===== src/rtl/fa_bist_pkg.sv =====
// Shared types, sizes and the golden full-adder response for the full-adder BIST.
package fa_bist_pkg;

   typedef enum logic [1:0] {
      ST_IDLE   = 2'd0,
      ST_SETTLE = 2'd1,
      ST_CHECK  = 2'd2,
      ST_DONE   = 2'd3
   } state_t;

   localparam int NUM_VECTORS = 8;
   localparam int IDX_W       = 3;
   localparam int ERR_W       = 4;
   localparam int CNT_W       = 4;

   // Returns {exp_sum, exp_cout} for idx = {a, b, cin}.
   function automatic logic [1:0] golden(input logic [IDX_W-1:0] idx);
      logic s;
      logic c;
      s = ^idx;
      c = (idx[2] & idx[1]) | (idx[2] & idx[0]) | (idx[1] & idx[0]);
      return {s, c};
   endfunction

endpackage


===== src/rtl/fa_golden.sv =====
// Combinational reference response of a correct full adder for one test vector.
module fa_golden
   import fa_bist_pkg::*;
(
   input  logic [IDX_W-1:0] idx,
   output logic             exp_sum,
   output logic             exp_cout
);

   assign {exp_sum, exp_cout} = golden(idx);

endmodule


===== src/rtl/full_adder_bist.sv =====
// Walks a full adder through all 8 input vectors, waits SETTLE_CYCLES per vector,
// checks the response and reports pass, error count and per-vector failure mask.
module full_adder_bist
   import fa_bist_pkg::*;
#(
   parameter int SETTLE_CYCLES = 2
) (
   input  logic             clk,
   input  logic             rst,
   input  logic             start,
   output logic             a,
   output logic             b,
   output logic             cin,
   input  logic             sum,
   input  logic             cout,
   output logic             busy,
   output logic             done,
   output logic             pass,
   output logic [ERR_W-1:0] err_count,
   output logic [7:0]       fail_mask
);

   localparam logic [CNT_W-1:0] CNT_LAST = CNT_W'(SETTLE_CYCLES - 1);
   localparam logic [IDX_W-1:0] IDX_LAST = IDX_W'(NUM_VECTORS - 1);

   // Valid/ready does not apply here: start is a level request sampled only in
   // IDLE, and done is a single-cycle pulse with results held until the next start.

   state_t             state;
   state_t             state_next;
   logic [IDX_W-1:0]   idx;
   logic [IDX_W-1:0]   idx_next;
   logic [CNT_W-1:0]   cnt;
   logic [CNT_W-1:0]   cnt_next;
   logic [ERR_W-1:0]   err_next;
   logic [7:0]         mask_next;
   logic               pass_next;
   logic               done_next;
   logic               busy_next;
   logic               exp_sum;
   logic               exp_cout;
   logic               mismatch;

   fa_golden u_golden (
      .idx      (idx),
      .exp_sum  (exp_sum),
      .exp_cout (exp_cout)
   );

   // The vector index register is the drive register, so the pins are registered.
   assign a   = idx[2];
   assign b   = idx[1];
   assign cin = idx[0];

   // One mismatch per vector regardless of how many response bits are wrong.
   assign mismatch = (sum != exp_sum) || (cout != exp_cout);

   always_ff @(posedge clk or posedge rst) begin
      if (rst) begin
         state     <= ST_IDLE;
         idx       <= '0;
         cnt       <= '0;
         err_count <= '0;
         fail_mask <= 8'h00;
         pass      <= 1'b0;
         done      <= 1'b0;
         busy      <= 1'b0;
      end else begin
         state     <= state_next;
         idx       <= idx_next;
         cnt       <= cnt_next;
         err_count <= err_next;
         fail_mask <= mask_next;
         pass      <= pass_next;
         done      <= done_next;
         busy      <= busy_next;
      end
   end

   always_comb begin
      state_next = state;
      idx_next   = idx;
      cnt_next   = cnt;
      err_next   = err_count;
      mask_next  = fail_mask;
      pass_next  = pass;
      done_next  = 1'b0;
      busy_next  = busy;

      case (state)
         ST_IDLE: begin
            if (start) begin
               state_next = ST_SETTLE;
               idx_next   = '0;
               cnt_next   = '0;
               err_next   = '0;
               mask_next  = 8'h00;
               pass_next  = 1'b0;
               busy_next  = 1'b1;
            end
         end

         ST_SETTLE: begin
            if (cnt == CNT_LAST) begin
               state_next = ST_CHECK;
            end else begin
               cnt_next = cnt + 1'b1;
            end
         end

         ST_CHECK: begin
            if (mismatch) begin
               mask_next[idx] = 1'b1;
               err_next       = err_count + 1'b1;
            end
            if (idx == IDX_LAST) begin
               // Verdict uses this cycle's updated count so vector 7 is included.
               state_next = ST_DONE;
               done_next  = 1'b1;
               pass_next  = (err_next == '0);
            end else begin
               state_next = ST_SETTLE;
               idx_next   = idx + 1'b1;
               cnt_next   = '0;
            end
         end

         ST_DONE: begin
            state_next = ST_IDLE;
            busy_next  = 1'b0;
         end

         default: begin
            state_next = ST_IDLE;
         end
      endcase
   end

endmodule


===== config.mk =====
export PLATFORM = sky130hd
export DESIGN_NAME = full_adder_bist
export DESIGN_NICKNAME = d
export VERILOG_FILES = /design/src/rtl/fa_bist_pkg.sv /design/src/rtl/fa_golden.sv /design/src/rtl/full_adder_bist.sv
export SDC_FILE = /design/constraint.sdc
export NUM_CORES = 1
export LEC_CHECK = 0
export CORE_UTILIZATION = 35
export CTS_CLUSTER_DIAMETER = 120
export CTS_CLUSTER_SIZE = 10
export DETAILED_ROUTE_END_ITERATION = 8
export MAX_ROUTING_LAYER = met4
export PLACE_DENSITY = 0.58
export SLEW_MARGIN = 25
export SYNTH_ARGS = -nofsm -noshare
export SYNTH_HDL_FRONTEND = slang
export SYNTH_SLANG_ARGS = --single-unit

===== constraint.sdc =====
create_clock -name clk -period 2.7 [get_ports clk]
set_input_delay 0.405 -clock clk [delete_from_list [all_inputs] [get_ports clk]]
set_output_delay 0.405 -clock clk [all_outputs]
set_load 0.005 [all_outputs]

==> results of run 1 <==
-- critical path: stages, from the launching register on --
cell	delay [ns]
dfrtp_1	0.52
inv_1	0.13
fa_1	0.57
xor2_1	0.16
and2_1	0.30
nor2_1	0.10
mux2_2	0.28
a22o_1	0.18
-- worst max-delay path by stage --
stage	startpoint	end	slack, ns	cells after the start
6_report	idx[2]	err_count[0]	0.38	7
5_1_grt	idx[2]	err_count[0]	0.22	7
4_1_cts	idx[2]	err_count[0]	0.37	7
3_5_place_dp	idx[2]	err_count[0]	0.38	7
3_3_place_gp	idx[2]	err_count[0]	0.46	7
2_1_floorplan	idx[2]	err_count[3]	0.52	8
-- power by group --
part	internal [mW]	switching (mW)	leakage, nW
clock	0.0521	0.107	0.0138
sequential	0.461	0.171	0.322
combinational	0.344	0.321	0.348
total	0.857	0.599	0.684
-- routing by layer --
layer | track usage, % | wire (µm)
met2 | 21.9 | 1100
met5 | - | 0
met4 | 5.52 | 18
met1 | 20.1 | 1220
met3 | 2.94 | 76
-- sequential cells by signal, indices dropped and copies added, names as in the netlist --
name / count
fail_mask: 8
cnt: 4
err_count: 4
idx: 3
state: 2
busy: 1
done: 1
pass: 1
-- stage by stage --
stage | area (µm²) | hold WS, ns
final | 1520 | 0.427
after global routing | 1520 | 0.456
after floorplan | 1220 | 0.420
after detailed placement | 1490 | 0.469
after global placement | 1490 | 0.463
after CTS | 1520 | 0.432
-- cell usage after synthesis --
cell / count
dfrtp_1: 24
nor2_1: 20
nand2_1: 11
a22o_1: 10
a21oi_1: 9
inv_1: 6
ha_1: 5
xor2_1: 5
mux2_2: 3
nand2b_1: 3
o21ai_0: 3
a31oi_1: 2
clkbuf_1: 2
nor3_1: 2
o31ai_1: 2
a211oi_1: 1
a21o_1: 1
a41oi_1: 1
and2_1: 1
buf_6: 1
fa_1: 1
nand3_1: 1
nand3b_1: 1
nand4_1: 1
nor2b_1: 1
nor4b_2: 1
o211ai_1: 1
o21ai_1: 1
o21bai_1: 1
or4_1: 1
-- area by class of cell --
class,count,area share (%)
sequential,24,39.6
multi-input combinational,89,38.1
timing repair buffer,24,15.5
tap,46,3.80
clock buffer,3,1.49
inverter,6,1.49
-- logic make-up after synthesis --
group / after synthesis
multiplexers: 3
adder cells (fa/ha/maj): 6
AO/OA/AOI/OAI: 32
flip-flops: 24
XOR/XNOR: 5
AND/OR/NAND/NOR: 43
buffers and inverters: 9
==> results.py, run 1 <==
metrics = {
    "synth": {
        "syn_inst": 122,
        "synth_top_area_cell": "dfrtp_1",
        "synth_top_family_by_area": "compound AO/OA/AOI/OAI gates",
        "yosys-top-cells-area": "dfrtp_1 (49%), a22o_1 (7.2%), nor2_1 (6.2%), ha_1 (5.1%), a21oi_1 (3.7%)",
        "synth_adder_area_share_pct": 6.77,
        "synth_simple_gate_area_share_pct": 16.3,
        "synth_cell_type_count": 30,
        "ys_warn_count": 0,
        "synth_compound_area_share_pct": 17.9,
        "synth_xor_area_share_pct": 3.59,
        "synth_area_um2": 1220,
        "synth_seq_cells": 24,
        "synth_top_area_share_pct": 49.2,
        "synthesis.nets": 133,
        "ys_seq_area_share_pct": 49.2,
        "synth_mux_area_share_pct": 2.77,
        "avgSynthCellArea_um2": 10.0,
    },
    "floorplanning": {
        "num_rows": 21,
        "start_util_pct": 36.6,
        "die_h_um": 61.0,
        "dieArea_um2": 3730,
        "fp.dieW_um": 61.0,
        "coreArea_um2": 3340,
        "io_pins": 23,
    },
    "worst_setup_path": {
        "cp.required_ns": 2.92,
        "r2r_slack_ns": 0.38,
        "r2r-end": "err_count[0]",
        "worstPathArrival_ns": 2.54,
        "crit_path_max_fanout": 9,
        "critical_path_class": "reg -> reg",
        "worstSetupStartpointType": "flip-flop",
        "r2r_start": "idx[2]",
        "reg2reg_depth": 7,
        "critPathCaptureType": "flip-flop",
    },
    "placement": {
        "dp_cells": 189,
        "port_buffers": 22,
        "place_ws_ns": 0.384,
        "hpwlAfterDp_um": 1730,
        "place_congestion": 0.822,
    },
    "cts": {
        "clock_latency_ns": 0.31,
        "ctsHoldBuffers": 0,
        "cts_buffers": 3,
        "cts_setup_buffers": 0,
        "ctsResizeCount": 0,
        "cts_htree_levels": 1,
        "cts_sinks": 24,
        "cts_root_buf": "clkbuf_4",
        "cts_buffer_depth": 2,
        "tritoncts": "yes",
        "path_clk_slew_ns": 0.14,
    },
    "finish": {
        "final_util_pct": 45.4,
        "layout-drive-gt1-share_pct": 6.16,
        "regArea_um2": 601,
        "area_growth_pct": 24.3,
        "most-common-layout-cells": "dfrtp_1 (24), clkdlybuf4s50_1 (22), nor2_1 (20)",
        "nFillCells": 341,
        "multi_input_area_um2": 578,
        "diodes": 0,
        "final_nets": 159,
        "finalNonFillerCells": 192,
        "final_common_cell": "dfrtp_1",
    },
    "sta": {
        "skew_ns": 0.00966,
        "finalHoldViolCount": 0,
        "fmax_mhz": 432,
        "tightest_slew_ns": 0.608,
        "maxSlewHeadroom_pct": 59.3,
        "setup_viol": 0,
        "final.period_utilization_pct": 85.8,
        "finalWorstSetupSlack_ns": 0.383,
        "rsz0062_at_grt": "false",
        "finalWorstPathRequiredPeriod_ns": 2.32,
        "drv_slew": 0,
        "tns_ns": 0,
    },
    "routing": {
        "viasPerCell": 5.01,
        "route.detailed.drc": 0,
        "drtIter0Drc": 30,
        "drt-total-wl_um": 2420,
        "via_count": 962,
        "wl_per_cell_um": 12.6,
        "first_pass_iters": 4,
        "ant_nets": 0,
    },
    "job": {
        "max_cap_violations": 0,
    },
    "pwr": {
        "p_leak_nw": 0.684,
        "peakVddDrop_uv": 381,
        "power_mw": 1.46,
        "power.density_nw_per_um2": 960,
    },
    "grt": {
        "grt_pass1_vias": 878,
        "grt_pass1_wl_um": 3950,
        "antenna_found_initial": 0,
        "grt_usage_pct": 14.8,
        "grt_max_degree": 25,
        "grt_overflow": 0,
    },
    "outcome": {
        "status": "finished clean",
    },
    "worst_hold_path": {
        "hold_path_class": "in -> async",
    },
}
Note: power is estimated with default switching activity, not from simulation.
==> run 2, diff against run 1 <==
--- a/config.mk
+++ b/config.mk
@@ -5,12 +5,13 @@
 export SDC_FILE = /design/constraint.sdc
 export NUM_CORES = 1
 export LEC_CHECK = 0
-export CORE_UTILIZATION = 35
+export CORE_UTILIZATION = 43
 export CTS_CLUSTER_DIAMETER = 120
-export CTS_CLUSTER_SIZE = 10
+export CTS_CLUSTER_SIZE = 14
 export DETAILED_ROUTE_END_ITERATION = 8
 export MAX_ROUTING_LAYER = met4
-export PLACE_DENSITY = 0.58
+export PLACE_DENSITY = 0.69
+export REMOVE_ABC_BUFFERS = 1
 export SLEW_MARGIN = 25
 export SYNTH_ARGS = -nofsm -noshare
 export SYNTH_HDL_FRONTEND = slang
==> run 2 against run 1 <==
Flip-flop and latch count is the same. Clock skew is 0.0012 ns lower. Sequential power is essentially flat. Clock power up 66%. Cell area is 0.33% lower. Combinational power increased by 0.9%. Critical endpoint unchanged. Count of clock-buffer cells in the layout stayed put. Setup slack got worse by 0.024 ns. Power grew 7.6%. Utilization rose by 13 points.
==> results.py, run 2 (same netlist as run 1, synthesis figures left out) <==
metrics = {
    "outcome": {
        "status": "finished clean",
    },
    "pwr": {
        "power.density_nw_per_um2": 1040,
        "power_mw": 1.57,
        "peakVddDrop_uv": 604,
        "p_leak_nw": 0.685,
    },
    "finish": {
        "final_nets": 157,
        "largest_reg_flops": 8,
        "most-common-layout-cells": "dfrtp_1 (24), clkdlybuf4s50_1 (22), nor2_1 (20)",
        "final_common_cell": "dfrtp_1",
        "layout-drive-gt1-share_pct": 5.52,
        "top_register": "fail_mask",
        "diodes": 0,
        "largest_registers": "fail_mask: 8 flops, cnt: 4 flops, err_count: 4 flops",
        "area_growth_pct": 23.9,
        "design_area_um2": 1510,
        "final_util_pct": 58.9,
    },
    "floorplanning": {
        "num_rows": 18,
        "dieArea_um2": 3050,
        "coreArea_um2": 2570,
        "io_pins": 23,
        "die_h_um": 55.3,
        "start_util_pct": 47.5,
        "fp.dieW_um": 55.3,
    },
    "placement": {
        "hpwlAfterDp_um": 1720,
        "port_buffers": 22,
        "place_congestion": 0.732,
        "placed_area_um2": 1460,
    },
    "sta": {
        "rsz0062_at_grt": "false",
        "maxSlewHeadroom_pct": 42.6,
        "tns_ns": 0,
        "finalHoldViolCount": 0,
        "tightest_slew_ns": 0.856,
        "setup_viol": 0,
        "finalWorstPathRequiredPeriod_ns": 2.34,
        "skew_ns": 0.00843,
        "fmax_mhz": 427,
        "drv_slew": 0,
        "final.period_utilization_pct": 86.7,
    },
    "cts": {
        "cts_sinks": 24,
        "cts_buffers": 3,
        "clock_latency_ns": 0.32,
        "ctsResizeCount": 0,
        "path_clk_slew_ns": 0.14,
        "cts_buffer_depth": 2,
        "cts_htree_levels": 1,
        "cts_root_buf": "clkbuf_4",
        "cts_setup_buffers": 0,
        "tritoncts": "yes",
        "ctsHoldBuffers": 0,
    },
    "routing": {
        "wl_per_cell_um": 14.0,
        "route.detailed.drc": 0,
        "ant_nets": 0,
        "drtIter0Drc": 18,
        "drt-total-wl_um": 2450,
        "via_count": 965,
        "viasPerCell": 5.51,
        "first_pass_iters": 4,
    },
    "grt": {
        "grt_max_degree": 25,
        "antenna_found_initial": 0,
        "grt_overflow": 0,
        "grt_usage_pct": 17.2,
        "grt_pass1_wl_um": 4040,
        "grt_pass1_vias": 923,
    },
    "worst_setup_path": {
        "reg2reg_depth": 7,
        "cp.required_ns": 2.92,
        "worstSetupEndpoint": "err_count[0]",
        "r2r_slack_ns": 0.36,
        "worstPathArrival_ns": 2.56,
        "crit_path_max_fanout": 9,
        "critPathCaptureType": "flip-flop",
        "worstSetupStartpointType": "flip-flop",
        "critical_path_class": "reg -> reg",
        "cp-startpoint": "idx[2]",
        "r2r-end": "err_count[0]",
        "r2r_start": "idx[2]",
    },
    "job": {
        "max_cap_violations": 0,
    },
    "worst_hold_path": {
        "hold_path_class": "in -> async",
    },
}
## run 2: changes by cell type in the layout (fill, tap and decap cells not counted)
cell	change
clkinv_1	+1
inv_1	-1
buf_4	-2
bufinv_16	+1
## run 2: power breakdown
group,switching [mW],internal (mW),total [mW]
Combinational,0.330,0.341,0.671
Sequential,0.172,0.461,0.633
Clock,0.114,0.150,0.264
## run 2: worst max-delay path, cell delays in order (launching register included)
cell and delay [ns]:
dfrtp_1 0.52, inv_1 0.13, fa_1 0.56, xor2_1 0.17
and2_1 0.31, nor2_1 0.11, mux2_2 0.28, a22o_1 0.17
## run 2: worst min-delay path by stage
stage	startpoint	to	slack [ns]
global placement	busy	busy	0.47
floorplan	rst	busy	0.42
finish	rst	cnt[2]	0.43
global route	rst	busy	0.49
detailed placement	busy	busy	0.48
CTS	busy	busy	0.51
## run 2: cell type report
cell class / instances / area, µm²
clock buffer: 3 / 22.5
clock inverter: 1 / 30.0
fill: 238 / 1060
inverter: 6 / 22.5
multi-input combinational: 89 / 578
sequential: 24 / 601
tap: 30 / 37.5
timing repair buffer: 22 / 220
## run 2: per-layer routing
metal / vias to the layer above / global-route usage [%] / routed length, µm / part of all wire (%)
met5: - / - / 0 / 0
met4: 0 / 7.50 / 46 / 1.9
met3: 4 / 2.81 / 72 / 2.9
met2: 20 / 27.9 / 1130 / 46
met1: 464 / 21.3 / 1200 / 49
li1: 477 / - / - / -
## run 2: through the flow
stage,setup slack [ns],hold WS [ns],instances
final,0.359,0.434,175
after global routing,0.209,0.490,175
after CTS,0.364,0.514,175
after detailed placement,0.392,0.477,171
after global placement,0.480,0.469,171
after floorplan,0.573,0.420,119
